===== src/rtl/alu_pkg.sv =====
// Shared definitions for the ALU request scheduler: opcode encodings,
// FSM state encoding and the opcode legality helper.
package alu_pkg;

   localparam logic [2:0] OP_OR  = 3'b000;
   localparam logic [2:0] OP_AND = 3'b001;
   localparam logic [2:0] OP_XOR = 3'b010;
   localparam logic [2:0] OP_NOT = 3'b011;
   localparam logic [2:0] OP_ADD = 3'b100;
   localparam logic [2:0] OP_SUB = 3'b101;

   typedef enum logic [1:0] {
      ST_IDLE = 2'd0,
      ST_EXEC = 2'd1,
      ST_RESP = 2'd2
   } state_t;

   // Opcodes 110/111 have no gate unit behind the ALU mux.
   function automatic logic op_is_legal(input logic [2:0] op);
      case (op)
         OP_OR, OP_AND, OP_XOR, OP_NOT, OP_ADD, OP_SUB: return 1'b1;
         default:                                       return 1'b0;
      endcase
   endfunction

endpackage


===== src/rtl/rr_arbiter2.sv =====
// Two-requester round-robin arbiter. Purely combinational; the caller owns
// the last_grant register (0 = requester 0 was granted last).
module rr_arbiter2 (
   input  logic [1:0] req,
   input  logic       last_grant,
   output logic [1:0] grant
);

   // One-hot grant; on contention the requester not served last wins.
   always_comb begin
      grant = 2'b00;
      case (req)
         2'b01:   grant = 2'b01;
         2'b10:   grant = 2'b10;
         2'b11:   grant = last_grant ? 2'b01 : 2'b10;
         default: grant = 2'b00;
      endcase
   end

endmodule


===== src/rtl/alu_req_scheduler.sv =====
// Shares one combinational ALU between two requesters. Commands are
// arbitrated round-robin, operands are driven and held for ALU_LAT cycles,
// the result is captured and returned tagged with the requester id.
// Optional build macro: ALU_SCHED_STATS_EN adds per-requester completion
// counters done_cnt0/done_cnt1.
//
//   state   | meaning
//   --------+-----------------------------------------------------------
//   ST_IDLE | accepting one command; ready offered to the granted side
//   ST_EXEC | alu_* held, latency down-counter running, capture at 0
//   ST_RESP | rsp_valid high, waiting for rsp_ready
module alu_req_scheduler
   import alu_pkg::*;
#(
   parameter int WIDTH   = 16,
   parameter int ALU_LAT = 1
) (
   input  logic             clk,
   input  logic             rst,
   input  logic             req0_valid,
   output logic             req0_ready,
   input  logic [2:0]       req0_op,
   input  logic [WIDTH-1:0] req0_a,
   input  logic [WIDTH-1:0] req0_b,
   input  logic             req1_valid,
   output logic             req1_ready,
   input  logic [2:0]       req1_op,
   input  logic [WIDTH-1:0] req1_a,
   input  logic [WIDTH-1:0] req1_b,
   output logic [2:0]       alu_op,
   output logic [WIDTH-1:0] alu_a,
   output logic [WIDTH-1:0] alu_b,
   input  logic [WIDTH-1:0] alu_r,
   output logic             rsp_valid,
   input  logic             rsp_ready,
   output logic             rsp_id,
   output logic [WIDTH-1:0] rsp_data,
   output logic             rsp_err
`ifdef ALU_SCHED_STATS_EN
   ,
   output logic [15:0]      done_cnt0,
   output logic [15:0]      done_cnt1
`endif
);

   localparam int              CNT_W    = (ALU_LAT > 1) ? $clog2(ALU_LAT) : 1;
   localparam logic [CNT_W-1:0] CNT_LOAD = CNT_W'(ALU_LAT - 1);

   state_t             r_state;
   logic               r_last_grant;
   logic [CNT_W-1:0]   r_cnt;

   logic [1:0]         w_grant;
   logic               w_idle;
   logic               w_sel;
   logic               w_hs;
   logic [2:0]         w_op;
   logic [WIDTH-1:0]   w_a;
   logic [WIDTH-1:0]   w_b;

   rr_arbiter2 u_arb (
      .req        ({req1_valid, req0_valid}),
      .last_grant (r_last_grant),
      .grant      (w_grant)
   );

   // Readies are held low while reset is asserted so no handshake is seen.
   assign w_idle     = (r_state == ST_IDLE) && !rst;
   assign req0_ready = w_idle && w_grant[0];
   assign req1_ready = w_idle && w_grant[1];

   assign w_sel = w_grant[1];
   assign w_hs  = (req0_valid && req0_ready) || (req1_valid && req1_ready);
   assign w_op  = w_sel ? req1_op : req0_op;
   assign w_a   = w_sel ? req1_a  : req0_a;
   assign w_b   = w_sel ? req1_b  : req0_b;

   // Sequencing FSM with registered ALU operands and response.
   always_ff @(posedge clk or posedge rst) begin
      if (rst) begin
         r_state      <= ST_IDLE;
         r_last_grant <= 1'b1;
         r_cnt        <= '0;
         alu_op       <= '0;
         alu_a        <= '0;
         alu_b        <= '0;
         rsp_valid    <= 1'b0;
         rsp_id       <= 1'b0;
         rsp_data     <= '0;
         rsp_err      <= 1'b0;
      end else begin
         case (r_state)
            ST_IDLE: begin
               if (w_hs) begin
                  r_last_grant <= w_sel;
                  rsp_id       <= w_sel;
                  if (op_is_legal(w_op)) begin
                     alu_op  <= w_op;
                     alu_a   <= w_a;
                     alu_b   <= w_b;
                     r_cnt   <= CNT_LOAD;
                     r_state <= ST_EXEC;
                  end else begin
                     // ALU is left untouched so it does not toggle for a reject.
                     rsp_valid <= 1'b1;
                     rsp_err   <= 1'b1;
                     rsp_data  <= '0;
                     r_state   <= ST_RESP;
                  end
               end
            end
            ST_EXEC: begin
               if (r_cnt == '0) begin
                  rsp_data  <= alu_r;
                  rsp_err   <= 1'b0;
                  rsp_valid <= 1'b1;
                  r_state   <= ST_RESP;
               end else begin
                  r_cnt <= r_cnt - CNT_W'(1);
               end
            end
            ST_RESP: begin
               if (rsp_ready) begin
                  rsp_valid <= 1'b0;
                  r_state   <= ST_IDLE;
               end
            end
            default: r_state <= ST_IDLE;
         endcase
      end
   end

`ifdef ALU_SCHED_STATS_EN
   // Completed response handshakes per requester, errors included; wraps.
   always_ff @(posedge clk or posedge rst) begin
      if (rst) begin
         done_cnt0 <= 16'd0;
         done_cnt1 <= 16'd0;
      end else if (r_state == ST_RESP && rsp_valid && rsp_ready) begin
         if (rsp_id) done_cnt1 <= done_cnt1 + 16'd1;
         else        done_cnt0 <= done_cnt0 + 16'd1;
      end
   end
`endif

endmodule


===== config.mk =====
export PLATFORM = sky130hd
export DESIGN_NAME = alu_req_scheduler
export DESIGN_NICKNAME = d
export VERILOG_FILES = /design/src/rtl/alu_pkg.sv /design/src/rtl/rr_arbiter2.sv /design/src/rtl/alu_req_scheduler.sv
export SDC_FILE = /design/constraint.sdc
export NUM_CORES = 1
export LEC_CHECK = 0
export BUFFER_PORTS_ARGS = -buffer_cell sky130_fd_sc_hd__buf_2
export CAP_MARGIN = 40
export CORE_UTILIZATION = 47
export DETAILED_ROUTE_END_ITERATION = 7
export PLACE_DENSITY = 0.8
export SLEW_MARGIN = 25
export SYNTH_ARGS = -nofsm -noshare
export SYNTH_HDL_FRONTEND = slang
export SYNTH_SLANG_ARGS = --single-unit

===== constraint.sdc =====
create_clock -name clk -period 2 [get_ports clk]
set_input_delay 0.1 -clock clk [delete_from_list [all_inputs] [get_ports clk]]
set_output_delay 0.1 -clock clk [all_outputs]
set_load 0.02 [all_outputs]

# --- After elaboration in Yosys (flattened, before gate mapping) ---
# Index checks and enable logic that the tools add are counted.
op_classes:
  n_reduce_logical: 18
  n_mux: 28
  eq_ne: 15
  n_addsub: 1
ops:
  columns: ["cell", "n"]
  rows:
  - ["16-bit 2-to-1 mux", 5]
  - ["16-bit case mux with 2 select lines", 1]
  - ["2-bit case mux with 3 select lines", 2]
  - ["1-bit 2-to-1 mux", 11]
  - ["2-bit 2-to-1 mux", 5]
  - ["3-bit AND reduction", 3]
  - ["2-bit != test, second input constant", 4]
  - ["2-bit == test, second input constant", 3]
  - ["3-bit by 2-bit == test with 1-bit output, second input constant", 2]
  - ["3-bit == test, second input constant", 2]
  - ["6-bit OR reduction", 1]
  - ["1-bit logical AND", 5]
  - ["5-bit AND reduction", 1]
  - ["2-bit by 1-bit == test with 1-bit output, second input constant", 2]
  - ["1-bit case mux with 2 select lines", 2]
  - ["4-bit AND reduction", 1]
  - ["3-bit by 1-bit == test with 1-bit output, second input constant", 1]
  - ["3-bit logical NOT", 1]
  - ["3-bit 2-to-1 mux", 1]
  - ["1-bit case mux with 3 select lines", 1]
  - ["3-bit nonzero test", 1]
  - ["2-bit logical NOT", 1]
  - ["2-bit by 1-bit != test with 1-bit output, second input constant", 1]
  - ["2-bit AND reduction", 1]
  - ["other kinds (4)", 4]
word_totals:
  regBits: 58
  elab_cells: 72

# --- Longest topological paths before layout ---
depth:
  word_depth: 11
  mapped_depth: 7

# --- By module ---
# Synthesis repeated with hierarchy kept, for this count alone.
unflattened:
  hier_cells: 202
  area_unflattened_um2: 2756.4
by_module_without_submodules:
  columns: ["mod", "instances", "area_each_um2", "cells_each", "seq_area_each_um2"]
  rows:
  - ["alu_req_scheduler", 1, 2737.6, 199, 1427.6]
  - ["rr_arbiter2", 1, 18.8, 3, 0.0]

# --- Worst setup path after synthesis ---
# OpenSTA, ideal clock, no wires.
synth_path:
  kind: "register to register"
  start: "register r_state[1]"
  end: "register alu_a[0]"
  path_slack_ps: 371
  required_ps: 1927
  stages_incl_launch_ff: 6
  period_less_slack_ps: 1629
  arrival_ps: 1555
  path_cell_list: "dfrtp_1 or3_4 a311oi_4 buf_6 o22ai_2 a21oi_2"
synth_via:
  elab_chain_cells: 6
  elab_cells_between_ends: 8
  cone_classes: "reduce/logical: 8"
synth_rtl:
  columns: ["element", "line", "source"]
  rows:
  - ["start, declared", "alu_req_scheduler.sv:49", "state_t r_state;"]
  - ["start signal, assigned", "alu_req_scheduler.sv:81", "r_state <= ST_IDLE;"]
  - ["start signal, assigned", "alu_req_scheduler.sv:102", "r_state <= ST_EXEC;"]
  - ["start signal, assigned", "alu_req_scheduler.sv:108", "r_state <= ST_RESP;"]
  - ["2-bit logical NOT (*)", "alu_req_scheduler.sv:68, alu_req_scheduler.sv:92", null]
  - ["1-bit logical AND", "alu_req_scheduler.sv:68", "assign w_idle = (r_state == ST_IDLE) && !rst;"]
  - ["1-bit logical AND, on equally long branches", "alu_req_scheduler.sv:69, alu_req_scheduler.sv:70", null]
  - ["1-bit logical AND", "alu_req_scheduler.sv:73", "assign w_hs = (req0_valid && req0_ready) || (req1_valid && req1_ready);"]
  - ["1-bit logical OR", "alu_req_scheduler.sv:73", null]
  - ["3-bit AND reduction (no line) (*)", null, null]
  - ["end signal, assigned", "alu_req_scheduler.sv:99", "alu_a <= w_a;"]
  - ["end, declared", "alu_req_scheduler.sv:31", "output logic [WIDTH-1:0] alu_a,"]
# Mark *: on every way between the ends. The rest lies on a longest branch, timed or not.
# A chain may end at the register's enable or synchronous reset.

# --- Worst setup path after layout ---
layout_path:
  start: "register r_state[1]"
  end: "register alu_a[15]"
# Same word-level chain as after synthesis.

==> flow_metrics.py <==
metrics = {
    "status": {
        "status": "completed",
    },
    "floorplan": {
        "rows": 29,
        "initial_utilization": 0.487,
        "fp.dieArea_sq_mm": 0.00695,
        "io_pins": 147,
        "core_area_sq_mm": 0.00639,
        "die-width_microns": 83.4,
        "dieHeight_microns": 83.4,
    },
    "detailed_routing": {
        "avgRoutedWirePerCell_microns": 15.8,
        "num_vias": 2978,
        "antenna_left": 0,
        "drtPass1Iterations": 4,
        "drtIter0Drc": 102,
        "drt_wl_total_microns": 8620,
        "via_per_inst": 5.46,
        "post-route-drc-count": 0,
    },
    "placed_design": {
        "placement.io_buffers": 146,
        "place_area_sq_mm": 0.00393,
        "dp_hpwl_microns": 5590,
        "gp_congestion": 0.774,
    },
    "cts": {
        "post_cts.repair.setup_buffers": 0,
        "cts_hold_buf": 17,
        "cts_resized": 0,
        "clkSinkCount": 57,
        "tritoncts": "done",
        "path_clk_slew_ns": 0.06,
        "htreeDepth": 3,
        "clock_path_buffers": 2,
        "insertion_delay_ns": 0.34,
        "cts-root-buf": "clkbuf_8",
        "cts_buffers": 9,
    },
    "yosys": {
        "avgSynthCellArea_sq_um": 10.2,
        "muxShareOfSynthArea": 0.00322,
        "yosysWarnings": 0,
        "synth_compound_area_frac": 0.351,
        "synth_seq_area_share": 0.459,
        "synthXorXnorAreaFrac": 0,
        "ys_ff_latch": 57,
        "synth_cells": 304,
        "synth_top_family_by_area": "compound AO/OA/AOI/OAI gates",
        "synth_simple_gate_area_frac": 0.138,
        "syn_nets": 395,
        "synthAdderAreaFrac": 0,
        "netlist_area_sq_mm": 0.00311,
        "ys_types": 29,
    },
    "min_path": {
        "whs_endpoint": "r_last_grant$_DFFE_PP1P_",
        "hold_path.class": "input pin to flop",
        "min_path_cells": 2,
        "hp-start": "req0_valid",
    },
    "cells_and_area": {
        "ff_latch_area_sq_mm": 0.00143,
        "drive_gt1_frac": 0.511,
        "num_antenna_cells": 0,
        "fillers": 544,
        "final_cell_area_sq_mm": 0.00429,
        "nets": 554,
        "multiInputGateArea_sq_mm": 0.00154,
        "area_delta_synth_final_pct": 37.7,
    },
    "global_route": {
        "grt_max_degree": 41,
        "grt_pass1_wl_microns": 14500,
        "first_global_vias": 3081,
        "grt_use_total": 0.265,
        "overflow": 0,
        "antenna_found_initial": 1,
    },
    "sta": {
        "worst_pin_slew_ns": 0.634,
        "relSlewSlack": 0.577,
        "finalSetupViolations": 0,
        "layout_worst_path_cycle_share": 0.891,
        "hold_viol_final": 0,
        "clock.fmax_ghz": 0.561,
        "slew_violations": 0,
        "rsz0062_at_grt": "false",
        "finalClockSkew_ns": 0.00546,
        "totalNegativeSetupSlack_ns": 0,
        "fin_crit_ns": 1.78,
        "whs_ns": 0.0404,
    },
    "power": {
        "p_int_mw": 3.48,
        "clkPwrFrac": 0.171,
        "seqPwrFrac": 0.360,
        "ir_drop_mv": 0.915,
        "combPwrFrac": 0.469,
        "power.leakage_nw": 1.99,
        "swShare": 0.437,
        "power_density_mw_per_mm2": 1440,
        "power.switching_mw": 2.70,
    },
    "critical_path": {
        "critPathKind": "flop to flop",
        "startpoint_type": "flop",
        "cp.arrival_ns": 2.05,
        "crit_slowest_cell": "dfrtp_1",
        "reg2regPathDepth": 5,
        "reg2reg_to": "alu_a[15]$_DFFE_PP0P_",
        "crit_chain": "or3_4 > a311oi_4 > buf_12 > o22ai_1 > a21oi_1",
        "r2r_slack_ns": 0.22,
        "endpoint_kind": "flop",
        "r2r-start": "r_state[1]$_DFFE_PP0P_",
        "critPathMaxStageDelay_ns": 0.44,
        "required_ns": 2.26,
        "cp_max_fo": 33,
    },
    "flow_run": {
        "max-cap-violations": 0,
    },
}
==> cells in the mapped netlist, drive strengths merged <==
cell	number	area, sq um
a211o	1	8.76
a21bo	1	10.0
a21boi	1	18.8
a21oi	36	293
a311oi	1	26.3
a31oi	5	31.3
and2	1	6.26
buf	10	77.6
clkbuf	16	60.1
dfrtp	56	1400
dfstp	1	26.3
inv	4	15.0
mux2i	1	10.0
nand2	39	146
nand2b	34	213
nand4b	1	8.76
nor2	6	22.5
nor2b	1	6.26
nor3	1	10.0
o21a	1	7.51
o21ai	18	90.1
o22ai	67	607
or2	1	6.26
or3	1	11.3
==> per-layer routing <==
metal / wire (microns) / vias to the layer above / GRT usage
met5: 13 / - / 0
met4: 54 / 2 / 0.0580
met3: 619 / 8 / 0.0924
met2: 4310 / 125 / 0.462
met1: 3620 / 1422 / 0.314
li1: - / 1421 / -
==> state kept, by name, summed over array words and instances (netlist names) <==
register / count
rsp_id: 1
alu_a: 16
rsp_data: 16
rsp_err: 1
r_last_grant: 1
alu_op: 3
rsp_valid: 1
alu_b: 16
r_state: 2
==> kinds of logic after synthesis <==
| family | count (synthesis) |
|---|---|
| buffers and inverters | 30 |
| muxes | 1 |
| DFF | 57 |
| AOI/OAI and AO/OA | 131 |
| and+or+nand+nor | 85 |
==> layout make-up <==
type,instances,share of cell area
multi-input cells,217,0.359
flip-flops and latches,57,0.333
clock inverters,3,0.00934
well taps,77,0.0225
clock buffers,13,0.0347
inverters,4,0.00350
repair buffers,174,0.238
==> worst max-delay path by stage <==
stage	from	endpoint	slack, ns	cells past startpoint
floorplan	r_state[1]$_DFFE_PP0P_	alu_a[0]$_DFFE_PP0P_	0.37	5
CTS	r_state[1]$_DFFE_PP0P_	alu_a[15]$_DFFE_PP0P_	0.22	5
detailed placement	r_state[0]$_DFFE_PP0P_	alu_a[12]$_DFFE_PP0P_	0.24	5
global route	r_state[0]$_DFFE_PP0P_	alu_a[8]$_DFFE_PP0P_	0.13	5
global placement	r_state[1]$_DFFE_PP0P_	alu_a[9]$_DFFE_PP0P_	0.31	5
finish	r_state[1]$_DFFE_PP0P_	alu_a[15]$_DFFE_PP0P_	0.22	5
==> cells in the final DEF (no fill, tap or decap), types with 8 or more instances in the layout <==
cell type	instances
clkbuf_8	10
nand2b_1	34
o21ai_0	8
dlygate4sd3_1	17
o21ai_1	9
o22ai_1	37
o22ai_2	30
buf_4	8
nand2_1	38
dfrtp_1	56
a21oi_2	30
buf_2	146
==> power groups by stage <==
stage	combinational, mW	clock [mW]	sequential [mW]
finish	2.90	1.06	2.22
detailed placement	2.88	0	2.21
CTS	2.90	1.08	2.21
global route	3.14	1.15	2.31
global placement	2.79	0	2.19
floorplan	1.26	0	2.86
==> stage by stage <==
stage | setup WS, ns | instances | utilization | power (mW)
6_report | 0.217 | 545 | 0.671 | 6.18
5_1_grt | 0.127 | 545 | 0.671 | 6.59
4_1_cts | 0.221 | 545 | 0.671 | 6.19
3_5_place_dp | 0.244 | 512 | 0.615 | 5.09
3_3_place_gp | 0.309 | 511 | 0.614 | 4.98
2_1_floorplan | 0.371 | 304 | - | 4.11
==> worst max-delay path, delay by kind of cell, from the launching register on <==
family | cells | cell delay [ns]
AO/OA/AOI/OAI | 3 | 0.52
buffers and inverters | 1 | 0.27
flip-flops | 1 | 0.44
AND/OR/NAND/NOR | 1 | 0.44
(Power assumes the default switching activity.)
